$ cat src/rtl/uart_bridge_pkg.sv
// Shared types and constants for the core-side UART word bridge.
package uart_bridge_pkg;

    typedef enum logic [1:0] {
        IDLE  = 2'd0,
        ISSUE = 2'd1,
        WAIT  = 2'd2,
        RESP  = 2'd3
    } bridge_state_t;

    localparam logic RORS_SEND = 1'b1;
    localparam logic RORS_RECV = 1'b0;

endpackage

$ cat src/rtl/uart_word_bridge.sv
// Splits one core byte/word IO request into single-byte UART go/done transactions.
// Define UART_BIG_ENDIAN_EN to put the most significant byte first on the wire in word mode.
module uart_word_bridge
    import uart_bridge_pkg::*;
#(
    parameter int unsigned WORD_BYTES = 4
) (
    input  logic                    clk,
    input  logic                    rst,
    input  logic                    req_valid,
    output logic                    req_ready,
    input  logic                    req_write,
    input  logic                    req_word,
    input  logic [8*WORD_BYTES-1:0] req_wdata,
    output logic                    resp_valid,
    output logic [8*WORD_BYTES-1:0] resp_rdata,
    output logic                    uart_go,
    output logic                    rors,
    output logic [7:0]              txdata,
    input  logic                    uart_done,
    input  logic [7:0]              rxdata
);

    localparam int unsigned DW = 8 * WORD_BYTES;
    localparam int unsigned CW = $clog2(WORD_BYTES);

    bridge_state_t   state_q;
    logic [CW-1:0]   cnt_q;
    logic [CW-1:0]   cnt_d;
    logic            word_q;
    logic [DW-1:0]   wdata_q;
    logic [DW-1:0]   buf_q;
    logic            req_ready_q;
    logic            resp_valid_q;
    logic            uart_go_q;
    logic            rors_q;
    logic [7:0]      txdata_q;

    logic [CW-1:0]   cur_lane;
    logic [CW-1:0]   nxt_lane;
    logic [CW-1:0]   first_lane;
    logic [CW-1:0]   last_cnt;

    // Maps transfer index to byte lane; byte mode always resolves to lane 0.
    function automatic logic [CW-1:0] lane_of(input logic word, input logic [CW-1:0] k);
`ifdef UART_BIG_ENDIAN_EN
        return word ? (CW'(WORD_BYTES - 1) - k) : k;
`else
        return k;
`endif
    endfunction

    always_comb begin
        cnt_d      = cnt_q + 1'b1;
        cur_lane   = lane_of(word_q, cnt_q);
        nxt_lane   = lane_of(word_q, cnt_d);
        first_lane = lane_of(req_word, '0);
        last_cnt   = word_q ? CW'(WORD_BYTES - 1) : '0;
    end

    always_ff @(posedge clk) begin
        if (rst) begin
            state_q      <= IDLE;
            cnt_q        <= '0;
            word_q       <= 1'b0;
            wdata_q      <= '0;
            buf_q        <= '0;
            req_ready_q  <= 1'b1;
            resp_valid_q <= 1'b0;
            uart_go_q    <= 1'b0;
            rors_q       <= RORS_RECV;
            txdata_q     <= '0;
        end else begin
            case (state_q)
                IDLE: begin
                    if (req_valid) begin
                        rors_q      <= req_write ? RORS_SEND : RORS_RECV;
                        word_q      <= req_word;
                        wdata_q     <= req_wdata;
                        cnt_q       <= '0;
                        buf_q       <= '0;
                        txdata_q    <= req_wdata[8*first_lane +: 8];
                        req_ready_q <= 1'b0;
                        uart_go_q   <= 1'b1;
                        state_q     <= ISSUE;
                    end
                end
                ISSUE: begin
                    uart_go_q <= 1'b0;
                    state_q   <= WAIT;
                end
                WAIT: begin
                    if (uart_done) begin
                        if (rors_q == RORS_RECV) begin
                            buf_q[8*cur_lane +: 8] <= rxdata;
                        end
                        if (cnt_q == last_cnt) begin
                            resp_valid_q <= 1'b1;
                            state_q      <= RESP;
                        end else begin
                            // Next byte is staged here so go fires the cycle after done.
                            cnt_q     <= cnt_d;
                            txdata_q  <= wdata_q[8*nxt_lane +: 8];
                            uart_go_q <= 1'b1;
                            state_q   <= ISSUE;
                        end
                    end
                end
                RESP: begin
                    resp_valid_q <= 1'b0;
                    req_ready_q  <= 1'b1;
                    state_q      <= IDLE;
                end
                default: state_q <= IDLE;
            endcase
        end
    end

    assign req_ready  = req_ready_q;
    assign resp_valid = resp_valid_q;
    assign resp_rdata = buf_q;
    assign uart_go    = uart_go_q;
    assign rors       = rors_q;
    assign txdata     = txdata_q;

endmodule

$ cat config.mk
export PLATFORM = sky130hd
export DESIGN_NAME = uart_word_bridge
export DESIGN_NICKNAME = d
export VERILOG_FILES = /design/src/rtl/uart_bridge_pkg.sv /design/src/rtl/uart_word_bridge.sv
export SDC_FILE = /design/constraint.sdc
export NUM_CORES = 1
export LEC_CHECK = 0
export CORE_ASPECT_RATIO = 0.8
export CORE_MARGIN = 8
export CORE_UTILIZATION = 30
export CTS_BUF_LIST = sky130_fd_sc_hd__clkbuf_4 sky130_fd_sc_hd__clkbuf_8 sky130_fd_sc_hd__clkbuf_16
export DETAILED_ROUTE_END_ITERATION = 10
export PLACE_DENSITY = 0.64
export SETUP_SLACK_MARGIN = 0.15
export SLEW_MARGIN = 5
export SYNTH_ARGS = -nofsm -noshare
export SYNTH_HDL_FRONTEND = slang
export SYNTH_SLANG_ARGS = --single-unit
$ cat constraint.sdc
create_clock -name clk -period 2.24 [get_ports clk]
set_clock_uncertainty 0.1 [all_clocks]
set_input_delay 0.672 -clock clk [delete_from_list [all_inputs] [get_ports clk]]
set_output_delay 0.672 -clock clk [all_outputs]
set_load 0.02 [all_outputs]
## Yosys cells after proc, flatten, opt, wreduce, memory -nomap -nowiden

Index checks and enable logic that the tools add are counted.

- Register bits after elaboration: 81
- Output and inout bits: 44
- Logic and storage cells: 64

- Shift operators: 3
- Mux-type cells: 28
- $add $sub $neg: 2
- Reduce and logical (&&, ||, !) cells: 12
- Eq/ne operators: 9

Operators with widths:

| kind | number |
|---|---|
| $mux 32 | 3 |
| $pmux 32 s2 | 1 |
| $neg 5->34 | 1 |
| $shift 8x34->32 const A | 1 |
| $shiftx 8x34->32 | 1 |
| $bwmux 32 | 1 |
| $shiftx 32x6->8 | 1 |
| $mux 8 | 3 |
| $pmux 8 s2 | 1 |
| $mux 2 | 7 |
| $reduce_and 4->1 | 3 |
| $ne 2x2->1 const B | 5 |
| $pmux 2 s4 | 1 |
| $mux 1 | 7 |
| $reduce_and 2->1 | 3 |
| $reduce_bool 2->1 | 3 |
| $eq 2x2->1 const B | 2 |
| $pmux 1 s2 | 2 |
| $pmux 2 s2 | 1 |
| $pmux 1 s3 | 1 |
| $reduce_and 3->1 | 1 |
| $reduce_bool 3->1 | 1 |
| $add 2x1->2 const B | 1 |
| $eq 2x1->1 const B | 1 |
| 2 further kinds | 2 |

## Logic depth before layout (Yosys ltp)

- Depth after elaboration: 6
- Gate-level depth with buffers: 7
- Depth with buffers taken out: 6

## Least setup slack after synthesis

Ideal clock, no wire load.

- Path type: reg-to-reg
- Start point: reg cnt_q[0]
- End point: reg txdata_q[2], in the netlist txdata[2]
- Setup slack: 379 ps
- Period minus slack after synthesis: 1861 ps
- Cell stages (with the launch flop): 8
- Setup time: 133 ps
- Arrival time: 1628 ps
- Cells stage by stage: dfxtp_1 inv_1 ha_1 buf_2 mux2i_1 o22ai_1 a211oi_1 nor3_2

- Word-level cells in the longest chain between the ends: 5
- Elaborated cells between the ends (all ways): 8

Ends and longest elaborated chain:

| element | RTL line | RTL |
|---|---|---|
| start, declared | uart_word_bridge.sv:28 | `logic [CW-1:0] cnt_q;` |
| start signal, assigned | uart_word_bridge.sv:102 | `cnt_q <= cnt_d;` |
| $add 2x1->2 | uart_word_bridge.sv:54 | `cnt_d = cnt_q + 1'b1;` |
| $shiftx 32x6->8 | uart_word_bridge.sv:103 | `txdata_q <= wdata_q[8*nxt_lane +: 8];` |
| $mux 8 | uart_word_bridge.sv:97 | `if (cnt_q == last_cnt) begin` |
| $mux 8 | uart_word_bridge.sv:93 | `if (uart_done) begin` |
| $pmux 8 s2 | uart_word_bridge.sv:74 | `case (state_q)` |
| end signal, assigned | uart_word_bridge.sv:82 | `txdata_q <= req_wdata[8*first_lane +: 8];` |
| end signal, assigned | uart_word_bridge.sv:103 |  |
| end, declared | uart_word_bridge.sv:37 | `logic [7:0] txdata_q;` |

Several ways; a longest one is shown, not always the timed one. The select of a mux whose other input is x is not followed.
A chain may end at the register's enable or synchronous reset.

## Final worst setup path

- Start point: in req_valid
- End point: reg buf_q[7], in the netlist resp_rdata[7]

- Word-level cells in the longest chain between the ends: 2

Ends and longest elaborated chain:

| element | RTL line | RTL |
|---|---|---|
| start, declared | uart_word_bridge.sv:10 | `input logic req_valid,` |
| $ne 2x2->1 (no line) | n/a |  |
| $reduce_and 4->1 (no line) | n/a |  |
| end signal, assigned by index | uart_word_bridge.sv:95 | `buf_q[8*cur_lane +: 8] <= rxdata;` |
| end, declared | uart_word_bridge.sv:32 | `logic [DW-1:0] buf_q;` |

No other way between the ends.

==> results.sh <==
export IMPL_netlist_instances=393
export IMPL_rows=35
export IMPL_postSynthNetCount=444
export IMPL_routed_wl_um=10300
export IMPL_worst_slew_pin_slew_ns=0.655
export IMPL_drc=0
export IMPL_power_per_cell_area_nw_per_um2=722
export IMPL_layout_setup_ws_ns=0.195
export IMPL_crit_family="buffers and inverters"
export IMPL_synth_area_per_cell_um2=9.07
export IMPL_grt_pass1_vias=3029
export IMPL_htree_levels=3
export IMPL_grtUsageTotal_pct=13.0
export IMPL_die_w_um=138
export IMPL_ys_seq_area_share_pct=45.5
export IMPL_grt_pass1_wl_um=16100
export IMPL_ioPinCount=90
export IMPL_fmax_mhz=489
export IMPL_dp_hpwl_um=7520
export IMPL_p_comb_share_pct=14.7
export IMPL_period_needed_ns=2.05
export IMPL_p_leak_nw=2.22
export IMPL_die_h_um=113
export IMPL_ys_types=39
export IMPL_globalRoute_totalOverflow=0
export IMPL_maxSlewViolCount=0
export IMPL_switching_share_pct=24.9
export IMPL_port_buffers=89
export IMPL_p_clk_share_pct=42.7
export IMPL_drtIter0Drc=170
export IMPL_period_share_pct=91.3
export IMPL_cp_required_ns=2.40
export IMPL_critPathKind="primary input to flop"
export IMPL_die_area_um2=15600
export IMPL_fin_nets=530
export IMPL_rrSetupSlack_ns=0.34
export IMPL_area_growth_synth_to_final_pct=40.8
export IMPL_cp_max_fo=8
export IMPL_rsz0062_at_grt="yes"
export IMPL_synth_ff_latch_count=81
export IMPL_clk_latency_ns=0.33
export IMPL_dr_pass1_iters=4
export IMPL_syn_cell_area_um2=3560
export IMPL_yosys_warnings=0
export IMPL_clkSinkCount=81
export IMPL_cp_arrival_ns=2.20
export IMPL_via_per_inst=4.89
export IMPL_async_flop_share_pct=0
export IMPL_synth_edf_count=0
export IMPL_wire_per_inst_um=16.3
export IMPL_final_hold_violation_count=0
export IMPL_status="finished clean"
export IMPL_start_kind="primary input"
export IMPL_cts_root_buf="clkbuf_16"
export IMPL_grt_max_degree=58
export IMPL_peakVddDrop_mv=0.369
export IMPL_power_switching_w=0.000901
export IMPL_numCtsBuffers=9
export IMPL_core_um2=11600
export IMPL_start_util_pct=30.8
export IMPL_seqPwrFrac_pct=42.7
export IMPL_clk_path_buf_depth=2
export IMPL_relSlewSlack_pct=56.3
export IMPL_path_clk_slew_ns=0.06
export IMPL_cp_cell_sequence="clkdlybuf4s50_1, nor2b_1, buf_4, o221a_2, nand3_1, a21oi_1"
export IMPL_vias=3087
export IMPL_cts_setup_buffers=0
export IMPL_worstSetupEndpointType="flop"
export IMPL_preCtsSetupSlack_ns=-0.126
export IMPL_cp_slowest_cell="clkdlybuf4s50_1"
export IMPL_tns_ns=0
export IMPL_antenna_found_initial=0
export IMPL_drive_gt1_share_pct=11.8
export IMPL_hp_class="flop to flop"
export IMPL_p_int_w=0.00272
export IMPL_final_antenna_net_count=0
export IMPL_critPathBufInv=2
export IMPL_setup_violations_final=0
export IMPL_cts_tree="done"
export IMPL_diodes=0
export IMPL_hold_ws_ns=0.357
export IMPL_max_cap_violations=0
export IMPL_slowest_delay_ns=0.50
export IMPL_ys_flop_type="dfxtp_1"
export IMPL_gp_congestion=0.777
## layout make-up
class	instances	area [µm²]
Inverter	3	11.3
Tap cell	148	185
Multi-Input combinational cell	282	1800
Timing Repair Buffer	102	1080
Clock inverter	6	91.3
Fill cell	1143	6540
Clock buffer	9	225
Sequential cell	81	1620
## cells in the mapped netlist, types with 6 or more instances
| cell | n | area [µm²] |
|---|---|---|
| a211oi_1 | 6 | 45.0 |
| a21oi_1 | 50 | 250 |
| buf_2 | 11 | 55.1 |
| clkbuf_1 | 10 | 37.5 |
| dfxtp_1 | 81 | 1620 |
| mux2i_1 | 16 | 160 |
| nand2_1 | 84 | 315 |
| nand2b_1 | 9 | 56.3 |
| nand3_1 | 13 | 65.1 |
| nand3b_1 | 25 | 188 |
| nor2_1 | 7 | 26.3 |
| o31ai_1 | 24 | 180 |
## metrics by stage
stage | power (W) | instances | util (%) | area (µm²)
2_1_floorplan | 0.00190 | 393 | - | 3560
3_3_place_gp | 0.00210 | 615 | 39.9 | 4620
3_5_place_dp | 0.00211 | 615 | 39.9 | 4620
4_1_cts | 0.00366 | 630 | 42.5 | 4910
5_1_grt | 0.00377 | 631 | 43.4 | 5020
6_report | 0.00362 | 631 | 43.4 | 5020
## cells in the final DEF (no fill, tap or decap), drive strengths merged, types with 12 or more instances in the layout
master         count
a21oi             50
buf               14
o31ai             24
nand3b            25
nor2              12
dlygate4sd2       16
nand3             13
clkdlybuf4s50     45
mux2i             16
dlymetal6s2s      27
dfxtp             81
nand2             84
## power by group through the flow
stage	sequential [W]	clock [W]	combinational [W]
6_report	0.00155	0.00155	0.000531
5_1_grt	0.00155	0.00164	0.000577
4_1_cts	0.00155	0.00158	0.000531
3_5_place_dp	0.00158	0	0.000535
3_3_place_gp	0.00158	0	0.000523
2_1_floorplan	0.00160	0	0.000298
## worst paths after layout
check	start	end	cells after the start
setup / recovery	req_valid	resp_rdata[7]	6
hold / removal	wdata_q[16]	wdata_q[16]	2
setup reg to reg	cnt_q[0]	txdata[7]	7
hold reg to reg	wdata_q[16]	wdata_q[16]	2
## flip-flops by register name, indices dropped and copies added, names as in the netlist
name,cells
resp_valid,1
word_q,1
wdata_q,32
txdata,8
state_q,2
rors,1
resp_rdata,32
req_ready,1
cnt_q,2
uart_go,1
## routing by layer
metal	track usage [%]	vias up	part of all wire, %
met1	17.5	1447	48
met3	4.26	2	6.6
li1	-	1566	-
met2	19.3	72	45
met4	3.65	0	0.53
met5	0	-	0
## cell families after synthesis
family | synth area share (%)
flip-flops | 45.5
AND/OR/NAND/NOR | 24.0
multiplexers | 4.92
buffers and inverters | 4.92
AO/OA/AOI/OAI | 18.9
adder cells (fa/ha/maj) | 1.76
## repair_timing
action | 4_1_cts | 5_1_grt
hold buffers | 0 | 0
gates cloned | 0 | 1
resized for setup | 16 | 31
endpoints found under the setup margin | 16 | 37
pin swaps | 0 | 3
endpoints found under the hold margin | 0 | 0
## worst register-to-register path, delay by kind of cell, from the launching register on
kind	cells	cell delay [ns]
AOI/OAI and AO/OA	2	0.35
adders and majority gates	1	0.35
buffers and inverters	2	0.34
DFF	1	0.32
muxes	1	0.26
and+or+nand+nor	1	0.07
(Power assumes the default switching activity.)
